### config.mk
export PLATFORM = sky130hd
export DESIGN_NAME = fetch_stage_flat
export DESIGN_NICKNAME = d
export VERILOG_FILES = /design/src/rtl/fetch_stage_if.sv /design/src/rtl/fetch_stage.sv /design/src/flat_wrapper.sv
export SDC_FILE = /design/constraint.sdc
export NUM_CORES = 1
export LEC_CHECK = 0
export BUFFER_PORTS_ARGS = -buffer_cell sky130_fd_sc_hd__buf_2
export CAP_MARGIN = 15
export CORE_MARGIN = 4
export CORE_UTILIZATION = 43
export CTS_CLUSTER_DIAMETER = 150
export DETAILED_ROUTE_END_ITERATION = 10
export HOLD_SLACK_MARGIN = 0.15
export PLACE_DENSITY = 0.76
export SETUP_SLACK_MARGIN = 0.5
export SLEW_MARGIN = 20
export SYNTH_ARGS = -nofsm -noshare
export SYNTH_HDL_FRONTEND = slang
export SYNTH_SLANG_ARGS = --single-unit
### constraint.sdc
create_clock -name clk -period 2 [get_ports clk]
set_input_delay 0 -clock clk [delete_from_list [all_inputs] [get_ports clk]]
set_output_delay 0 -clock clk [all_outputs]
set_load 0.01 [all_outputs]
### src/rtl/fetch_stage_if.sv
// Bundle of the fetch stage's ROM, redirect/stall and IF/ID signals.
// The master modport is the fetch stage itself; slave is its environment.
interface fetch_stage_if;
    logic        stall;
    logic        redirect_valid;
    logic [15:0] redirect_pc;
    logic [15:0] imem_addr;
    logic [15:0] imem_rdata;
    logic        id_valid;
    logic [15:0] id_instr;
    logic [15:0] id_pc;
    logic [15:0] id_pc2;
    logic        fault;
    logic [15:0] perf_fetch_cnt;
    logic [15:0] perf_bubble_cnt;

    modport master (
        input  stall, redirect_valid, redirect_pc, imem_rdata,
        output imem_addr, id_valid, id_instr, id_pc, id_pc2, fault,
               perf_fetch_cnt, perf_bubble_cnt
    );

    modport slave (
        output stall, redirect_valid, redirect_pc, imem_rdata,
        input  imem_addr, id_valid, id_instr, id_pc, id_pc2, fault,
               perf_fetch_cnt, perf_bubble_cnt
    );
endinterface

### src/rtl/fetch_stage.sv
// Instruction fetch + IF/ID register for the 16-bit pipelined RISC core.
// Define FETCH_PERF_CNT_EN to build the fetch/bubble performance counters.
module fetch_stage #(
    parameter logic [15:0] PC_RESET = 16'h0000,
    parameter logic [15:0] PC_STEP  = 16'd2
) (
    input  logic          clk,
    input  logic          rst,
    fetch_stage_if.master bus
);

    typedef enum logic [1:0] {
        IDLE  = 2'd0,
        RUN   = 2'd1,
        FAULT = 2'd2
    } state_t;

    state_t      state_q, state_d;
    logic [15:0] pc_q, pc_d;
    logic        id_valid_q, id_valid_d;
    logic [15:0] id_instr_q, id_pc_q, id_pc2_q;
    logic        fault_q;

    logic        load_redirect;
    logic        set_fault;
    logic        capture;
    logic        squash;

    always_ff @(posedge clk) begin
        if (rst) begin
            state_q <= IDLE;
        end else begin
            state_q <= state_d;
        end
    end

    always_comb begin
        state_d = state_q;
        case (state_q)
            IDLE:    state_d = RUN;
            RUN:     if (bus.redirect_valid && bus.redirect_pc[0]) state_d = FAULT;
            FAULT:   state_d = FAULT;
            default: state_d = IDLE;
        endcase
    end

    // Redirect outranks stall; a misaligned target squashes and parks in FAULT.
    always_comb begin
        load_redirect = 1'b0;
        set_fault     = 1'b0;
        capture       = 1'b0;
        if (state_q == RUN) begin
            load_redirect = bus.redirect_valid && !bus.redirect_pc[0];
            set_fault     = bus.redirect_valid &&  bus.redirect_pc[0];
            capture       = !bus.redirect_valid && !bus.stall;
        end
        squash = load_redirect || set_fault;
    end

    always_comb begin
        pc_d = pc_q;
        if (load_redirect) begin
            pc_d = bus.redirect_pc;
        end else if (capture) begin
            pc_d = pc_q + PC_STEP;
        end
        id_valid_d = id_valid_q;
        if (squash) begin
            id_valid_d = 1'b0;
        end else if (capture) begin
            id_valid_d = 1'b1;
        end
    end

    always_ff @(posedge clk) begin
        if (rst) begin
            pc_q       <= PC_RESET;
            id_valid_q <= 1'b0;
            id_instr_q <= 16'h0000;
            id_pc_q    <= 16'h0000;
            id_pc2_q   <= 16'h0000;
            fault_q    <= 1'b0;
        end else begin
            pc_q       <= pc_d;
            id_valid_q <= id_valid_d;
            if (capture) begin
                id_instr_q <= bus.imem_rdata;
                id_pc_q    <= pc_q;
                id_pc2_q   <= pc_q + 16'd2;
            end
            if (set_fault) begin
                fault_q <= 1'b1;
            end
        end
    end

`ifdef FETCH_PERF_CNT_EN
    logic [15:0] perf_fetch_q, perf_bubble_q;
    logic        bubble_evt;

    // Start-up edge (IDLE->RUN) counts as a bubble; the FAULT entry edge does not.
    assign bubble_evt = (state_d == RUN) && !id_valid_d;

    always_ff @(posedge clk) begin
        if (rst) begin
            perf_fetch_q  <= 16'h0000;
            perf_bubble_q <= 16'h0000;
        end else begin
            if (capture && perf_fetch_q != 16'hFFFF) begin
                perf_fetch_q <= perf_fetch_q + 16'd1;
            end
            if (bubble_evt && perf_bubble_q != 16'hFFFF) begin
                perf_bubble_q <= perf_bubble_q + 16'd1;
            end
        end
    end

    assign bus.perf_fetch_cnt  = perf_fetch_q;
    assign bus.perf_bubble_cnt = perf_bubble_q;
`else
    assign bus.perf_fetch_cnt  = 16'h0000;
    assign bus.perf_bubble_cnt = 16'h0000;
`endif

    assign bus.imem_addr = pc_q;
    assign bus.id_valid  = id_valid_q;
    assign bus.id_instr  = id_instr_q;
    assign bus.id_pc     = id_pc_q;
    assign bus.id_pc2    = id_pc2_q;
    assign bus.fault     = fault_q;

endmodule

### src/flat_wrapper.sv
// flat-port wrapper written by rule: the top's interface ports become plain ports
module fetch_stage_flat 
#(
    parameter logic [15:0] PC_RESET = 16'h0000,
    parameter logic [15:0] PC_STEP  = 16'd2
)
  (clk, rst, bus_stall, bus_redirect_valid, bus_redirect_pc, bus_imem_rdata, bus_imem_addr, bus_id_valid, bus_id_instr, bus_id_pc, bus_id_pc2, bus_fault, bus_perf_fetch_cnt, bus_perf_bubble_cnt);
  fetch_stage_if bus_i ();
  input  logic clk;
  input  logic rst;
  input wire logic [$bits(bus_i.stall)-1:0] bus_stall;
  input wire logic [$bits(bus_i.redirect_valid)-1:0] bus_redirect_valid;
  input wire logic [$bits(bus_i.redirect_pc)-1:0] bus_redirect_pc;
  input wire logic [$bits(bus_i.imem_rdata)-1:0] bus_imem_rdata;
  output wire logic [$bits(bus_i.imem_addr)-1:0] bus_imem_addr;
  output wire logic [$bits(bus_i.id_valid)-1:0] bus_id_valid;
  output wire logic [$bits(bus_i.id_instr)-1:0] bus_id_instr;
  output wire logic [$bits(bus_i.id_pc)-1:0] bus_id_pc;
  output wire logic [$bits(bus_i.id_pc2)-1:0] bus_id_pc2;
  output wire logic [$bits(bus_i.fault)-1:0] bus_fault;
  output wire logic [$bits(bus_i.perf_fetch_cnt)-1:0] bus_perf_fetch_cnt;
  output wire logic [$bits(bus_i.perf_bubble_cnt)-1:0] bus_perf_bubble_cnt;
  assign bus_i.stall = bus_stall;
  assign bus_i.redirect_valid = bus_redirect_valid;
  assign bus_i.redirect_pc = bus_redirect_pc;
  assign bus_i.imem_rdata = bus_imem_rdata;
  assign bus_imem_addr = bus_i.imem_addr;
  assign bus_id_valid = bus_i.id_valid;
  assign bus_id_instr = bus_i.id_instr;
  assign bus_id_pc = bus_i.id_pc;
  assign bus_id_pc2 = bus_i.id_pc2;
  assign bus_fault = bus_i.fault;
  assign bus_perf_fetch_cnt = bus_i.perf_fetch_cnt;
  assign bus_perf_bubble_cnt = bus_i.perf_bubble_cnt;
  fetch_stage #(.PC_RESET(PC_RESET), .PC_STEP(PC_STEP)) u_core (.clk(clk), .rst(rst), .bus(bus_i));
endmodule
==> run metrics <==
pre-CTS WS between 0.09 and 0.1 ns; clock sink count 67; crit-path max FO 5; crit path capture u_core.bus.imem_addr[14]; DPL Wire Length ~5.8 mm; first-pass GRT wire length between 10 and 15 mm; Ant. Diodes 0; number of global-route vias before repair between 3000 and 4000; DRC 0; Worst VDD drop roughly 0.48 mV; simple-gate share of the synthesized area 21.96%; Primary FF master, synth dfxtp_1; Avg WL per Cell between 15 and 20 um; Seq/Total Area, Yosys a little over two fifths; power per cell area 828.4 mW/mm2; total CTS buffers 9; Sequential Power Share slightly below 40%; CP Class reg -> reg; async set or reset register ratio after synthesis 0%; Post-Syn Area 0.003168 mm2; clock period minus worst slack 1.736 ns; failing checks hold timing; Max Clock Freq ~580 MHz; xor-xnor portion of the synthesized cell area 4.976%; syn_area_per_cell around 8.3 um2; clock buffer depth 2; largest family of logic cells by synthesized area simple AND/OR/NAND/NOR gates; critical path depth 8; max-slew violation count 0; crit end category register; Placeable Area 0.007214 mm2; Worst EP arrival 1.98 ns; delay-heaviest family, CP buffers and inverters; worst r2r dst u_core.bus.imem_addr[14]; clock power share between 30% and 40%; Psw around 1300 uW; worst setup path startpoint u_core.state_q[1]; Least-Margin Pin Slew 0.8570 ns; Die Y ~94 um; Reg2Reg Launch Point u_core.state_q[1]; # IOs ~130; CTS Root Cell clkbuf_8; setup TNS 0 ns; CP Data Required Time between 2 and 2.5 ns; R2R cell count 8; Die ar. 0.008805 mm2; mux share of post-synthesis cell area 0.6319%; gpl congestion between 0.8 and 0.9; vias post-DR 3270; Buffers on Ports just over 100; clock latency on the worst-skew pair about 0.34 ns; Area Overhead vs Synth 61.41%; cell-internal power ~2900 uW; RSZ-0062 raised after global routing yes; Compound-Gate Fraction of Synth Area about 16%; Synth Instances approximately 380; register bit count reported by yosys 67; Post-synth EDFFs 0; vias per std cell between 4 and 5; Synth Area in Adders between 1 and 1.5%; Worst path slowest cell dfxtp_2; Max Cap Viol 0; First DRT Iteration DRCs 215; CP cell instances inv_2 -> ha_4 -> buf_4 -> nor3b_4 -> buf_6 -> buf_12 -> nand3b_1 -> a311oi_1; Netlist cell types 41; synth warn 0; Sw Ratio about 31%; Register-to-Register Setup Slack 0.26 ns; Post-CTS Hold Buffers 33; GRT Residual Overflow 0; Bufs and invs on worst path 4; H-tree levels 3; Final Hold Fails 1; Final Net Count between 500 and 600; fin worst setup slack ~0.26 ns; cell row count 31; initial core utilization approximately 44%; clock-pin slew on the worst setup and hold paths ~0.07 ns; worst hold path class in -> reg; total track usage approximately 20%; CTS tree yes; Tcrit/Tclk final approximately 87%; final setup vio count 0; Leakage 0.002233 uW; Antenna Nets Post-Route 0; critical path's largest stage delay 0.33 ns; Worst slew margin 42.87%; Hold WS -0.03031 ns; clock skew roughly 0.0076 ns; Die Wd around 94 um; pin count of the biggest net entering global routing 39; drt total wl roughly 11 mm; crit start category register; Gate power share ~31%; initial antenna violation count 0; drt first pass iters 6; layout cell share with drive strength beyond 1 roughly 46%; status finished with violations
==> layout by cell type, fill, tap and decap left out, types with 3 or more instances in the layout <==
cell type | synthesis | final
buf_12 | 0 | 5
dlygate4sd3_1 | 0 | 33
dfxtp_4 | 0 | 5
a311oi_1 | 4 | 3
nand4_1 | 4 | 4
buf_4 | 34 | 32
xor2_1 | 3 | 3
nor3_4 | 0 | 3
nor3_2 | 1 | 5
nor2_1 | 30 | 27
nor4_4 | 3 | 6
a21oi_2 | 0 | 15
xnor2_1 | 15 | 15
buf_2 | 8 | 101
dfxtp_2 | 0 | 6
buf_6 | 2 | 13
clkbuf_8 | 0 | 10
nand3b_1 | 3 | 3
nand2_1 | 72 | 53
conb_1 | 1 | 32
a211oi_2 | 1 | 9
dfxtp_1 | 67 | 56
nand2_4 | 0 | 10
o21ai_0 | 6 | 4
nor3_1 | 10 | 3
inv_1 | 5 | 4
a21oi_1 | 40 | 25
nand2_2 | 0 | 9
nand3_1 | 7 | 6
a211oi_1 | 18 | 10
clkbuf_16 | 0 | 7
==> worst min-delay path by stage <==
stage | from | endpoint | slack (ns) | cells past startpoint
after floorplan | bus_imem_rdata[0] | u_core.bus.id_instr[0] | 0.14 | 2
after global placement | bus_imem_rdata[7] | u_core.bus.id_instr[7] | 0.24 | 3
after detailed placement | bus_imem_rdata[9] | u_core.bus.id_instr[9] | 0.25 | 3
after CTS | bus_redirect_valid | u_core.bus.id_valid | -0.05 | 2
after global routing | bus_redirect_valid | u_core.bus.id_valid | -0.02 | 2
final | bus_redirect_valid | u_core.bus.id_valid | -0.03 | 2
==> Yosys cell counts (all sizes together) (3+ instances only) <==
master | instances | area, um2
o21ai | 7 | 35.03
ha | 3 | 37.54
nor3 | 11 | 60.06
buf | 47 | 329.1
nor4 | 6 | 95.09
a311oi | 4 | 35.03
nor2 | 30 | 112.6
dfxtp | 67 | 1341
nand3 | 7 | 35.03
xor2 | 3 | 26.28
a31oi | 3 | 18.77
nand3b | 3 | 22.52
a21oi | 40 | 200.2
a211oi | 19 | 147.6
xnor2 | 15 | 131.4
nand2 | 72 | 270.3
nand4 | 4 | 25.02
inv | 5 | 18.77
clkbuf | 18 | 67.56
==> logic make-up after synthesis <==
kind of cell / count (synthesis)
muxes: 2
and+or+nand+nor: 143
other: 1
AOI/OAI and AO/OA: 79
buffers and inverters: 70
DFF: 67
xor gates and xnor gates: 18
adders and majority gates: 3
==> per-layer routing <==
| layer | global-route usage [%] | routed length [um] | vias up |
|---|---|---|---|
| met3 | 4.327 | 653 | 23 |
| met1 | 24.26 | 4267 | 1544 |
| met2 | 34.59 | 5341 | 134 |
| met5 | 0 | 0 | - |
| li1 | - | - | 1569 |
| met4 | 8.905 | 284 | 0 |
==> repair_timing <==
action                     CTS  global route
hold endpoints to repair    36             2
buffers inserted            16            19
gates cloned                 0             7
gates resized for setup     27            79
pin swaps                   17            35
setup endpoints to repair   59            55
==> registers in the layout, summed over array words and instances, names as in the netlist <==
register	count
u_core.bus.imem_addr	16
u_core.bus.id_instr	16
u_core.bus.fault	1
u_core.bus.id_pc	15
u_core.bus.id_pc2	16
u_core.state_q	2
u_core.bus.id_valid	1
==> metrics by stage <==
step | hold slack (ns) | utilization, % | area [um2] | std cells | power (uW)
2_1_floorplan | 0.1405 | - | 3446 | 414 | 2249
3_3_place_gp | 0.2444 | 51.94 | 3747 | 564 | 2424
3_5_place_dp | 0.2497 | 51.94 | 3747 | 564 | 2456
4_1_cts | -0.05051 | 62.63 | 4518 | 629 | 3887
5_1_grt | -0.01739 | 70.88 | 5114 | 655 | 4450
6_report | -0.03031 | 70.88 | 5114 | 655 | 4236
==> power groups by stage <==
stage / combinational, uW / clock [uW] / sequential [uW]
2_1_floorplan: 591 / 0 / 1660
4_1_cts: 978 / 1300 / 1610
3_5_place_dp: 804 / 0 / 1650
5_1_grt: 1420 / 1370 / 1650
6_report: 1320 / 1280 / 1630
3_3_place_gp: 781 / 0 / 1640
==> layout make-up <==
| class | count | area, um2 |
|---|---|---|
| sequential | 67 | 1368 |
| inverter | 5 | 18.77 |
| fill | 497 | 2101 |
| timing repair buffer | 191 | 1478 |
| tap | 99 | 123.9 |
| clock inverter | 2 | 37.54 |
| clock buffer | 14 | 195.2 |
| multi-input combinational | 277 | 1893 |
Power figures use the tool's default switching activity.
